[src/rtl/serial_bus_arbiter_if.sv]
// Handshake and select signals between the two serial-bus masters and the arbiter.
// The master modport is the requester side; the slave modport is the arbiter side.
interface serial_bus_arbiter_if #(
  parameter int SLAVE_LEN = 2
);
  logic                      m1_request;
  logic                      m2_request;
  logic                      m1_slave_bit;
  logic                      m2_slave_bit;
  logic                      m1_trans_done;
  logic                      m2_trans_done;
  logic                      m1_grant;
  logic                      m2_grant;
  logic                      arbitor_busy;
  logic                      bus_busy;
  logic                      master_sel;
  logic [2**SLAVE_LEN-1:0]   slave_sel;
  logic                      timeout;

  modport master (
    output m1_request, m2_request, m1_slave_bit, m2_slave_bit,
           m1_trans_done, m2_trans_done,
    input  m1_grant, m2_grant, arbitor_busy, bus_busy, master_sel,
           slave_sel, timeout
  );

  modport slave (
    input  m1_request, m2_request, m1_slave_bit, m2_slave_bit,
           m1_trans_done, m2_trans_done,
    output m1_grant, m2_grant, arbitor_busy, bus_busy, master_sel,
           slave_sel, timeout
  );
endinterface

[src/rtl/serial_bus_arbiter.sv]
// Two-master round-robin arbiter: grants the bus, shifts in the serial slave address,
// holds the connection until trans_done or timeout, then releases for one cycle.
module serial_bus_arbiter #(
  parameter int SLAVE_LEN   = 2,
  parameter int TIMEOUT     = 1023,
  parameter int TIMEOUT_LEN = 10
) (
  input logic                 clk,
  input logic                 reset,
  serial_bus_arbiter_if.slave bus
);
  localparam int NUM_SLAVES  = 2**SLAVE_LEN;
  localparam int BIT_CNT_LEN = (SLAVE_LEN > 1) ? $clog2(SLAVE_LEN) : 1;

  typedef enum logic [1:0] {IDLE, ADDR, CONNECT, RELEASE} state_t;

  state_t                  state_reg;
  logic                    m1_grant_reg;
  logic                    m2_grant_reg;
  logic                    arbitor_busy_reg;
  logic                    bus_busy_reg;
  logic                    master_sel_reg;
  logic [NUM_SLAVES-1:0]   slave_sel_reg;
  logic                    timeout_reg;
  logic                    last_winner_reg;
  logic [BIT_CNT_LEN-1:0]  bit_cnt_reg;
  logic [SLAVE_LEN-1:0]    shift_reg;
  logic [TIMEOUT_LEN-1:0]  timeout_cnt_reg;

  logic                    sel_request;
  logic                    sel_bit;
  logic                    sel_done;
  logic                    any_request;
  logic                    arb_pick;
  logic                    last_bit;
  logic                    timeout_hit;
  logic [SLAVE_LEN-1:0]    shift_next;
  logic [NUM_SLAVES-1:0]   decode_next;

  assign sel_request = master_sel_reg ? bus.m2_request    : bus.m1_request;
  assign sel_bit     = master_sel_reg ? bus.m2_slave_bit  : bus.m1_slave_bit;
  assign sel_done    = master_sel_reg ? bus.m2_trans_done : bus.m1_trans_done;
  assign any_request = bus.m1_request | bus.m2_request;
  // On a tie the master that did not win last time gets the bus.
  assign arb_pick    = (bus.m1_request && bus.m2_request) ? ~last_winner_reg : bus.m2_request;
  assign last_bit    = (bit_cnt_reg == BIT_CNT_LEN'(SLAVE_LEN - 1));
  assign timeout_hit = (timeout_cnt_reg == TIMEOUT_LEN'(TIMEOUT - 1));
  assign shift_next  = SLAVE_LEN'({shift_reg, sel_bit});

  genvar gi;
  generate
    for (gi = 0; gi < NUM_SLAVES; gi++) begin : g_decode
      assign decode_next[gi] = (shift_next == SLAVE_LEN'(gi));
    end
  endgenerate

  always_ff @(posedge clk or negedge reset) begin
    if (!reset) begin
      state_reg        <= IDLE;
      m1_grant_reg     <= 1'b0;
      m2_grant_reg     <= 1'b0;
      arbitor_busy_reg <= 1'b0;
      bus_busy_reg     <= 1'b0;
      master_sel_reg   <= 1'b0;
      slave_sel_reg    <= '0;
      timeout_reg      <= 1'b0;
      last_winner_reg  <= 1'b1;
      bit_cnt_reg      <= '0;
      shift_reg        <= '0;
      timeout_cnt_reg  <= '0;
    end else begin
      timeout_reg <= 1'b0;
      case (state_reg)
        IDLE: begin
          if (any_request) begin
            master_sel_reg   <= arb_pick;
            m1_grant_reg     <= ~arb_pick;
            m2_grant_reg     <= arb_pick;
            arbitor_busy_reg <= 1'b1;
            bit_cnt_reg      <= '0;
            shift_reg        <= '0;
            state_reg        <= ADDR;
          end
        end
        ADDR: begin
          // A dropped request aborts before any slave is enabled.
          if (!sel_request) begin
            m1_grant_reg <= 1'b0;
            m2_grant_reg <= 1'b0;
            state_reg    <= RELEASE;
          end else begin
            shift_reg   <= shift_next;
            bit_cnt_reg <= bit_cnt_reg + BIT_CNT_LEN'(1);
            if (last_bit) begin
              slave_sel_reg   <= decode_next;
              bus_busy_reg    <= 1'b1;
              timeout_cnt_reg <= '0;
              state_reg       <= CONNECT;
            end
          end
        end
        CONNECT: begin
          if (sel_done || timeout_hit) begin
            m1_grant_reg  <= 1'b0;
            m2_grant_reg  <= 1'b0;
            bus_busy_reg  <= 1'b0;
            slave_sel_reg <= '0;
            timeout_reg   <= ~sel_done;
            state_reg     <= RELEASE;
          end else begin
            timeout_cnt_reg <= timeout_cnt_reg + TIMEOUT_LEN'(1);
          end
        end
        RELEASE: begin
          last_winner_reg  <= master_sel_reg;
          arbitor_busy_reg <= 1'b0;
          state_reg        <= IDLE;
        end
        default: state_reg <= IDLE;
      endcase
    end
  end

  assign bus.m1_grant     = m1_grant_reg;
  assign bus.m2_grant     = m2_grant_reg;
  assign bus.arbitor_busy = arbitor_busy_reg;
  assign bus.bus_busy     = bus_busy_reg;
  assign bus.master_sel   = master_sel_reg;
  assign bus.slave_sel    = slave_sel_reg;
  assign bus.timeout      = timeout_reg;
endmodule

[src/flat_wrapper.sv]
// flat-port wrapper written by rule: the top's interface ports become plain ports
module serial_bus_arbiter_flat 
#(
  parameter int SLAVE_LEN   = 2,
  parameter int TIMEOUT     = 1023,
  parameter int TIMEOUT_LEN = 10
)
  (clk, reset, bus_m1_request, bus_m2_request, bus_m1_slave_bit, bus_m2_slave_bit, bus_m1_trans_done, bus_m2_trans_done, bus_m1_grant, bus_m2_grant, bus_arbitor_busy, bus_bus_busy, bus_master_sel, bus_slave_sel, bus_timeout);
  serial_bus_arbiter_if #(.SLAVE_LEN(SLAVE_LEN)) bus_i ();
  input logic clk;
  input logic reset;
  input wire logic [$bits(bus_i.m1_request)-1:0] bus_m1_request;
  input wire logic [$bits(bus_i.m2_request)-1:0] bus_m2_request;
  input wire logic [$bits(bus_i.m1_slave_bit)-1:0] bus_m1_slave_bit;
  input wire logic [$bits(bus_i.m2_slave_bit)-1:0] bus_m2_slave_bit;
  input wire logic [$bits(bus_i.m1_trans_done)-1:0] bus_m1_trans_done;
  input wire logic [$bits(bus_i.m2_trans_done)-1:0] bus_m2_trans_done;
  output wire logic [$bits(bus_i.m1_grant)-1:0] bus_m1_grant;
  output wire logic [$bits(bus_i.m2_grant)-1:0] bus_m2_grant;
  output wire logic [$bits(bus_i.arbitor_busy)-1:0] bus_arbitor_busy;
  output wire logic [$bits(bus_i.bus_busy)-1:0] bus_bus_busy;
  output wire logic [$bits(bus_i.master_sel)-1:0] bus_master_sel;
  output wire logic [$bits(bus_i.slave_sel)-1:0] bus_slave_sel;
  output wire logic [$bits(bus_i.timeout)-1:0] bus_timeout;
  assign bus_i.m1_request = bus_m1_request;
  assign bus_i.m2_request = bus_m2_request;
  assign bus_i.m1_slave_bit = bus_m1_slave_bit;
  assign bus_i.m2_slave_bit = bus_m2_slave_bit;
  assign bus_i.m1_trans_done = bus_m1_trans_done;
  assign bus_i.m2_trans_done = bus_m2_trans_done;
  assign bus_m1_grant = bus_i.m1_grant;
  assign bus_m2_grant = bus_i.m2_grant;
  assign bus_arbitor_busy = bus_i.arbitor_busy;
  assign bus_bus_busy = bus_i.bus_busy;
  assign bus_master_sel = bus_i.master_sel;
  assign bus_slave_sel = bus_i.slave_sel;
  assign bus_timeout = bus_i.timeout;
  serial_bus_arbiter #(.SLAVE_LEN(SLAVE_LEN), .TIMEOUT(TIMEOUT), .TIMEOUT_LEN(TIMEOUT_LEN)) u_core (.clk(clk), .reset(reset), .bus(bus_i));
endmodule
[config.mk]
export PLATFORM = sky130hd
export DESIGN_NAME = serial_bus_arbiter_flat
export DESIGN_NICKNAME = d
export VERILOG_FILES = /design/src/rtl/serial_bus_arbiter_if.sv /design/src/rtl/serial_bus_arbiter.sv /design/src/flat_wrapper.sv
export SDC_FILE = /design/constraint.sdc
export NUM_CORES = 1
export LEC_CHECK = 0
export ABC_AREA = 1
export BUFFER_PORTS_ARGS = -buffer_cell sky130_fd_sc_hd__buf_2
export CORE_MARGIN = 2
export CORE_UTILIZATION = 35
export CTS_BUF_LIST = sky130_fd_sc_hd__clkbuf_4 sky130_fd_sc_hd__clkbuf_8
export DETAILED_ROUTE_END_ITERATION = 16
export SETUP_SLACK_MARGIN = 0.05
export SLEW_MARGIN = 20
export SYNTH_ARGS = -nofsm -noshare
export SYNTH_HDL_FRONTEND = slang
export SYNTH_SLANG_ARGS = --single-unit
[constraint.sdc]
create_clock -name clk -period 1.9 [get_ports clk]
set_input_delay 0.19 -clock clk [delete_from_list [all_inputs] [get_ports clk]]
set_output_delay 0.19 -clock clk [all_outputs]
set_load 0.01 [all_outputs]
-- After elaboration in Yosys (flattened, before gate mapping)
Cells that the tools add are included.
- register bits after elaboration: 25
- input bits: 8
- output and inout bits: 10
- logic and storage cells: 83
- add/sub/neg operators: 2
- equality and inequality tests: 14
- multiplexer cells: 36
- bitwise operators: 4
- reduce and logical (&&, ||, !) cells: 15
- operators by type and width (cell ; count):
    two-way mux 10 bit ; 3
    one-hot mux 10 bit (2 select lines) ; 1
    two-way mux 1 bit ; 17
    two-way mux 4 bit ; 3
    AND reduction 4 bit ; 3
    adder 10 x 1 -> 10 bit (second input constant) ; 1
    == test 10 bit (second input constant) ; 1
    == test 2 bit (second input constant) ; 4
    two-way mux 2 bit ; 4
    != test 2 x 1 -> 1 bit (second input constant) ; 4
    one-hot mux 1 bit (2 select lines) ; 4
    one-hot mux 2 bit (4 select lines) ; 1
    one-hot mux 4 bit (2 select lines) ; 1
    one-hot mux 1 bit (3 select lines) ; 2
    AND reduction 3 bit ; 2
    nonzero test 2 bit ; 3
    == test 2 x 1 -> 1 bit (second input constant) ; 2
    logical NOT 2 bit ; 2
    != test 2 bit (second input constant) ; 2
    AND reduction 2 bit ; 2
    != test 3 x 2 -> 1 bit (second input constant) ; 1
    inverter 1 bit ; 3
    nonzero test 3 bit ; 1
    adder 1 bit (second input constant) ; 1
    3 further kinds ; 3

-- Logic depth before layout (Yosys ltp)
Gate-level depths: netlist of the first run.
- word-level depth: 5
- gate-level depth with buffers: 11
- gate-level depth less buffers: 11

-- Worst setup path after synthesis of the first run
OpenSTA, ideal clock, no wires.
- kind: flip-flop to flip-flop
- start: register u_core.state_reg[0]
- end: register u_core.timeout_cnt_reg[5]
- setup time: 0.117 ns
- arrival time: 1.433 ns
- data required time: 1.783 ns
- setup slack: 0.351 ns
- stages on the path, launching flop included: 11
- path buffers: 1
- clock period less this slack: 1.549 ns
- cell sequence: dfrtp_1 inv_1 ha_1 nor2_1 nor2_1 nand2_2 inv_4 nand3_4 buf_12 nand3_2 nand2_1
- word-level cells in the longest chain between the ends: 3
- elaborated cells between the ends (all ways): 8
- classes of those cells: eq/ne (5); mux (1); reduce/logical (2)
- RTL lines (what ; line ; source):
    start: declaration ; serial_bus_arbiter.sv:17 ; state_t state_reg;
    start signal: assignment ; serial_bus_arbiter.sv:59 ; state_reg <= IDLE;
    start signal: assignment ; serial_bus_arbiter.sv:82 ; state_reg <= ADDR;
    start signal: assignment ; serial_bus_arbiter.sv:90 ; state_reg <= RELEASE;
    == test 2 bit / == test 2 x 1 -> 1 bit (equally long branches) ; serial_bus_arbiter.sv:73 ; case (state_reg)
    != test 2 bit (no source line) (tied with other cells) ; n/a ;
    AND reduction 4 bit (no source line) ; n/a ;
    end signal: assignment ; serial_bus_arbiter.sv:111 ; timeout_cnt_reg <= timeout_cnt_reg + TIMEOUT_LEN'(1);
    end: declaration ; serial_bus_arbiter.sv:28 ; logic [TIMEOUT_LEN-1:0] timeout_cnt_reg;
Several ways; a longest one is shown, not always the timed one.
A chain may end at the register's enable or synchronous reset.

-- Worst setup path in the final report of the first run
- start: register u_core.state_reg[0]
- end: register u_core.timeout_cnt_reg[7]
Same word-level chain as after synthesis.

==> qor.txt, run 1 <==
H-tree levels -> 1
Number of nets in the synthesized netlist -> 215
Power per cell area -> 1380 mW/mm^2
First-pass GRT wire length -> 5510 um
GRT Util Overall -> 13.4%
Worst-Skew Late Latency -> 0.28 ns
First-pass iteration count of the detailed router -> 4
# Post-CTS Setup Buffers -> 0
Number of failing hold endpoints at the final stage -> 0
Most repeated cell in the gate-level netlist after synthesis -> sky130_fd_sc_hd__nand2_1
Standby leakage power -> 0.905 nW
Most area-consuming cells after synthesis -> sky130_fd_sc_hd__dfrtp_1, sky130_fd_sc_hd__nand2_1, sky130_fd_sc_hd__nand3_2
Max Buffers Root-to-Sink -> 2
Clock-pin slew on the worst setup and hold paths -> 0.10 ns
CP Launch Type -> register
Final max-slew violation count -> 0
Total wirelength of the detailed-routed design -> 2960 um
Horiz. Die Dim -> 71.8 um
Clock sink total -> 25
Post-Syn Area per Cell -> 8.04 um^2
Area enclosed by the die boundary -> 0.00515 mm^2
Count of antenna-violating nets left after detailed routing -> 0
Number of enable flip-flop cells after synthesis -> 0
Critical path fanouts, max -> 11
Cell row count -> 24
Share of the synthesized area in the top cell type -> 37.4%
Max FFs per register -> 10
Critical path capture point type -> register
Number of distinct library cells after synthesis -> 33
Final Setup Violations -> 0
Run status -> finished, final reports clean
Maximum number of pins on one net before global-route repair -> 26
Post-Route Setup TNS -> 0 ns
# diodes -> 0
Maximum Capacitance Violations -> 0
Drt drc -> 0
Per-cell routed wire length -> 10.8 um
Boundary Pins -> 18
Worst hold path class -> primary input to register
Sequential fraction of the synthesis area -> 39.0%
Yosys synthesis warning count -> 0
Effective utilization at floorplan -> 36.7%
Data required, critical path -> 2.12 ns
Worst Hold Margin -> 0.190 ns
Worst Path Arrival -> 1.86 ns
Post-route minimum period -> 1.64 ns
Detailed placement HPWL -> 2280 um
Core outline area -> 0.00438 mm^2
Die height -> 71.8 um
Number of antenna violations at the first check in global routing -> 0
Net count, final -> 238
Commonest cells in the synthesized netlist -> sky130_fd_sc_hd__nand2_1, sky130_fd_sc_hd__dfrtp_1, sky130_fd_sc_hd__nor2_1
Via count of the first global-routing pass -> 1248
Post-synthesis cell count -> 200
Setup repair after global routing missed its margin -> no
Clk_skew -> 0.00713 ns
Library cell occupying the most area in the post-synthesis netlist -> sky130_fd_sc_hd__dfrtp_1
Most used flip-flop cell after synthesis -> sky130_fd_sc_hd__dfrtp_1
Portion of the clock cycle consumed by the worst path in the final layout -> 86.4%
Post-detailed-route via-to-cell ratio -> 4.70
Type of the worst setup path -> register to register
TritonCTS clock tree -> built
First DRT Iteration DRCs -> 67
Number of buffers created by CTS -> 3
Least-Margin Pin Slew -> 0.550 ns
Share of layout cells above drive strength 1 -> 23.9%
# port buffers -> 17
Flip-flop and latch count after synthesis -> 25
Rel. slew slack -> 63.3%
CTS Root Buffer Type -> sky130_fd_sc_hd__clkbuf_8
Synth-to-layout area growth -> 12.7%
Worst vdd rail ir drop -> 0.608 mV
Achievable clock frequency -> 609 MHz
Vias -> 1288
Final RePlAce weighted congestion -> 0.749
Share of flip-flops with an asynchronous set or reset -> 100%
Cell area after synthesis -> 0.00161 mm^2
Remaining Overflow, GRT -> 0
==> stage by stage <==
stage	total power [W]	cells	util (%)	setup WS, ns	area [um^2]
after floorplan	0.00189	200	-	0.351	1610
after global placement	0.00216	269	39.8	0.212	1750
after detailed placement	0.00218	269	39.8	0.202	1750
after CTS	0.00252	274	41.2	0.170	1800
after global routing	0.00278	274	41.3	0.0788	1810
final	0.00251	274	41.3	0.259	1810
==> cell families after synthesis <==
kind of cell               synth area share [%]
AOI/OAI and AO/OA                          6.23
xor gates and xnor gates                   1.09
DFF                                        39.0
buffers and inverters                      7.24
and+or+nand+nor                            41.0
adders and majority gates                  5.45
==> report_power, final <==
part           internal [W]  leakage, nW  switching (W)  total [W]
Clock              0.000149       0.0217       0.000182   0.000331
Combinational      0.000482        0.554       0.000900    0.00138
Sequential         0.000690        0.329       0.000103   0.000793
Total               0.00132        0.905        0.00118    0.00251
==> cell type report <==
type / count / area (um^2)
fill: 461 / 2570
multi-input combinational: 152 / 872
sequential: 25 / 627
timing repair buffer: 22 / 125
inverter: 19 / 73.8
tap: 52 / 65.1
clock buffer: 3 / 41.3
clock inverter: 1 / 7.51
==> cells in the final DEF, fill, tap and decap left out, drive strengths merged, types with 5 or more instances in the layout <==
| cell | instances |
|---|---|
| nand2 | 69 |
| a21oi | 5 |
| o21ai | 9 |
| ha | 7 |
| nor2 | 21 |
| inv | 19 |
| nand4 | 6 |
| nand3 | 25 |
| buf | 21 |
| dfrtp | 24 |
==> final timing paths <==
check / from / endpoint / slack [ns] / cells after the start
min in group asynchronous: reset / u_core.bus.arbitor_busy$_DFFE_PN0P_ / 0.42 / 2
worst max-delay path: u_core.state_reg[0]$_DFFE_PN0P_ / u_core.timeout_cnt_reg[7]$_DFFE_PN0P_ / 0.26 / 10
worst min register to register: u_core.bus.bus_busy$_DFFE_PN0P_ / u_core.bus.bus_busy$_DFFE_PN0P_ / 0.48 / 2
worst min-delay path: bus_m1_trans_done / u_core.bus.timeout$_DFF_PN0_ / 0.19 / 4
worst max register to register: u_core.state_reg[0]$_DFFE_PN0P_ / u_core.timeout_cnt_reg[7]$_DFFE_PN0P_ / 0.26 / 10
max in group asynchronous: reset / u_core.timeout_cnt_reg[0]$_DFFE_PN0P_ / 1.10 / 2
==> routing by layer <==
| metal | track usage, % | up-vias | routed length, um |
|---|---|---|---|
| li1 | - | 689 | - |
| met1 | 18.0 | 575 | 1430 |
| met2 | 21.9 | 19 | 1380 |
| met3 | 2.11 | 5 | 98 |
| met4 | 4.40 | 0 | 43 |
| met5 | 0 | - | 0 |
==> timing repair <==
item / in CTS / in global routing
resized for setup: 0 / 2
hold endpoints to repair: 24 / 0
hold buffers: 1 / 0
setup endpoints to repair: 0 / 8
==> worst max-delay path, stage by stage (launching register included) <==
cell and delay (ns):
sky130_fd_sc_hd__dfrtp_1 0.43, sky130_fd_sc_hd__inv_1 0.15, sky130_fd_sc_hd__ha_1 0.19, sky130_fd_sc_hd__nor2_1 0.05, sky130_fd_sc_hd__nor2_1 0.12, sky130_fd_sc_hd__nand2_2 0.09
sky130_fd_sc_hd__inv_4 0.10, sky130_fd_sc_hd__nand3_4 0.18, sky130_fd_sc_hd__nand2_4 0.17, sky130_fd_sc_hd__nand2_1 0.06, sky130_fd_sc_hd__nand2_1 0.05
Power figures use the tool's default switching activity.
==> run 2: changes to the inputs <==
--- a/config.mk
+++ b/config.mk
@@ -8,10 +8,12 @@
 export ABC_AREA = 1
 export BUFFER_PORTS_ARGS = -buffer_cell sky130_fd_sc_hd__buf_2
 export CORE_MARGIN = 2
-export CORE_UTILIZATION = 35
-export CTS_BUF_LIST = sky130_fd_sc_hd__clkbuf_4 sky130_fd_sc_hd__clkbuf_8
+export CORE_UTILIZATION = 60
+export CTS_BUF_LIST = sky130_fd_sc_hd__clkbuf_2
 export DETAILED_ROUTE_END_ITERATION = 16
+export PLACE_DENSITY = 0.81
 export SETUP_SLACK_MARGIN = 0.05
+export SKIP_LAST_GASP = 1
 export SLEW_MARGIN = 20
 export SYNTH_ARGS = -nofsm -noshare
 export SYNTH_HDL_FRONTEND = slang
==> run 2 against run 1 <==
Compared with the run above: sequential power grew 0.6%; die area shrank 40%; global-route usage grew 7.9 points; critical path depth is the same; sequential share of layout area grew 0.51 points; hold slack lost 0.12 ns; largest power group unchanged; clock power shrank 33%; first-iteration DRC count shrank 40%.
==> qor.txt, run 2 (same netlist as run 1, synthesis figures left out) <==
Achievable clock frequency -> 565 MHz (-7.3%)
Vias -> 1378 (+7.0%)
Detailed placement HPWL -> 2330 um (+2.2%)
# diodes -> 0 (unchanged)
Critical path capture point type -> register
Number of buffers created by CTS -> 3 (unchanged)
Standby leakage power -> 0.914 nW (+1.0%)
CTS Root Buffer Type -> sky130_fd_sc_hd__clkbuf_2
Least-Margin Pin Slew -> 0.557 ns (+0.00640 ns)
First DRT Iteration DRCs -> 40 (-40%)
Worst-Skew Late Latency -> 0.37 ns (+0.09 ns)
First-pass GRT wire length -> 5280 um (-4.1%)
Maximum Capacitance Violations -> 0 (unchanged)
GRT Util Overall -> 21.2% (+7.9 points)
Die height -> 55.8 um (-22%)
Share of layout cells above drive strength 1 -> 26.1% (+2.2 points)
Final max-slew violation count -> 0 (unchanged)
CP Launch Type -> register
Net count, final -> 242 (+1.7%)
Via count of the first global-routing pass -> 1207 (-3.3%)
H-tree levels -> 1 (unchanged)
Worst Path Arrival -> 2.08 ns (+0.22 ns)
Per-cell routed wire length -> 12.9 um (+19%)
Max Buffers Root-to-Sink -> 2 (unchanged)
Data required, critical path -> 2.21 ns (+0.09 ns)
Run status -> finished, final reports clean
Placed Instance Area -> 0.00170 mm^2 (-2.9%)
Number of antenna violations at the first check in global routing -> 0 (unchanged)
Power per cell area -> 1400 mW/mm^2 (+1.2%)
Final Setup Violations -> 0 (unchanged)
Finished Layout Cells -> 256 (-6.6%)
Effective utilization at floorplan -> 64.3% (+28 points)
Final Core Density -> 71.6% (+30 points)
Core outline area -> 0.00250 mm^2 (-43%)
Horiz. Die Dim -> 55.8 um (-22%)
TritonCTS clock tree -> built
First-pass iteration count of the detailed router -> 4 (unchanged)
Commonest cells after routing, fill and taps aside -> sky130_fd_sc_hd__nand2_1, sky130_fd_sc_hd__dfrtp_1, sky130_fd_sc_hd__nor2_1
Clk_skew -> 0.00477 ns (-0.00236 ns)
Worst vdd rail ir drop -> 1.13 mV (+86%)
Boundary Pins -> 18 (unchanged)
Maximum number of pins on one net before global-route repair -> 26 (unchanged)
Post-route cell area -> 0.00179 mm^2 (-1.2%)
Synth-to-layout area growth -> 11.3%
Clock-pin slew on the worst setup and hold paths -> 0.25 ns (+0.15 ns)
Count of antenna-violating nets left after detailed routing -> 0 (unchanged)
Area enclosed by the die boundary -> 0.00311 mm^2 (-40%)
Worst hold path class -> primary input to register
Clock sink total -> 25 (unchanged)
Most common cell after layout, fill and taps aside -> sky130_fd_sc_hd__nand2_1
Final RePlAce weighted congestion -> 0.885 (+18%)
Drt drc -> 0 (unchanged)
Max FFs per register -> 10 (unchanged)
Filler Cells Inserted -> 183 (-60%)
Post-Route Setup TNS -> 0 ns (unchanged)
Type of the worst setup path -> register to register
Rel. slew slack -> 62.9% (-0.43 points)
Number of failing hold endpoints at the final stage -> 0 (unchanged)
Number of placed instances, taps included -> 244 (-9.3%)
Critical path fanouts, max -> 8 (-3)
Cell row count -> 18 (-25%)
Setup repair after global routing missed its margin -> no
# port buffers -> 17 (unchanged)
Post-route minimum period -> 1.77 ns (+0.130 ns)
Remaining Overflow, GRT -> 0 (unchanged)
Total wirelength of the detailed-routed design -> 3300 um (+11%)
Post-detailed-route via-to-cell ratio -> 5.38 (+15%)
Portion of the clock cycle consumed by the worst path in the final layout -> 93.2% (+6.8 points)
## run 2: cell types whose count changed in the layout (fill, tap and decap cells not counted), sizes merged
cell	previous run	this run
buf	21	25
clkinvlp	1	0
clkinv	0	1
## run 2: power breakdown
part | internal [W] | switching, W
registers | 0.000691 | 0.000107
clock network | 0.0000477 | 0.000174
logic | 0.000540 | 0.000946
total | 0.00128 | 0.00123
## run 2: final timing paths
kind                       depth (start not counted)                                    end                             from  slack (ns)
max reg2reg                                       10  u_core.timeout_cnt_reg[0]$_DFFE_PN0P_  u_core.state_reg[0]$_DFFE_PN0P_        0.13
max in group asynchronous                          2        u_core.state_reg[1]$_DFFE_PN0P_                            reset        1.20
min in group asynchronous                          2        u_core.bus.m1_grant$_DFFE_PN0P_                            reset        0.31
max                                               10  u_core.timeout_cnt_reg[0]$_DFFE_PN0P_  u_core.state_reg[0]$_DFFE_PN0P_        0.13
min                                                4           u_core.bus.timeout$_DFF_PN0_                bus_m2_trans_done        0.07
min reg2reg                                        2        u_core.bus.bus_busy$_DFFE_PN0P_  u_core.bus.bus_busy$_DFFE_PN0P_        0.50
## run 2: critical path, stage by stage (launching register included)
cell and delay [ns]:
sky130_fd_sc_hd__dfrtp_1 0.48, sky130_fd_sc_hd__inv_1 0.16, sky130_fd_sc_hd__ha_2 0.26, sky130_fd_sc_hd__nor2_1 0.06
sky130_fd_sc_hd__nor2_1 0.12, sky130_fd_sc_hd__nand2_2 0.09, sky130_fd_sc_hd__inv_4 0.10, sky130_fd_sc_hd__nand3_4 0.13
sky130_fd_sc_hd__buf_4 0.19, sky130_fd_sc_hd__nand3_2 0.06, sky130_fd_sc_hd__nand2_1 0.05
## run 2: final cells by class
cell class                 instances  area [um^2]  share of cell area [%]
clock buffer                       3         15.0                   0.839
clock inverter                     1         5.00                   0.280
inverter                          19         73.8                    4.13
multi-input combinational        152          875                    48.9
sequential                        25          628                    35.1
tap                               30         37.5                    2.10
timing repair buffer              26          155                    8.67
## run 2: metal layers
layer	global-route usage (%)	vias to the layer above	wire length, um
met5	0	-	0
met4	10.5	0	83
met3	2.33	10	168
met2	34.7	44	1630
met1	27.9	627	1420
li1	-	697	-
## run 2: what timing repair did
item	in CTS	in global routing
setup endpoints to repair	2	10
setup buffers	0	7
hold buffers	1	0
hold endpoints to repair	24	0
resized for setup	1	3
## run 2: through the flow
step / power (W) / hold WS (ns) / setup WS [ns]
finish: 0.00251 / 0.0699 / 0.130
global route: 0.00271 / 0.0443 / 0.0246
CTS: 0.00235 / 0.0434 / 0.0663
detailed placement: 0.00212 / 0.204 / 0.110
global placement: 0.00206 / 0.196 / 0.196
floorplan: 0.00189 / -0.106 / 0.351
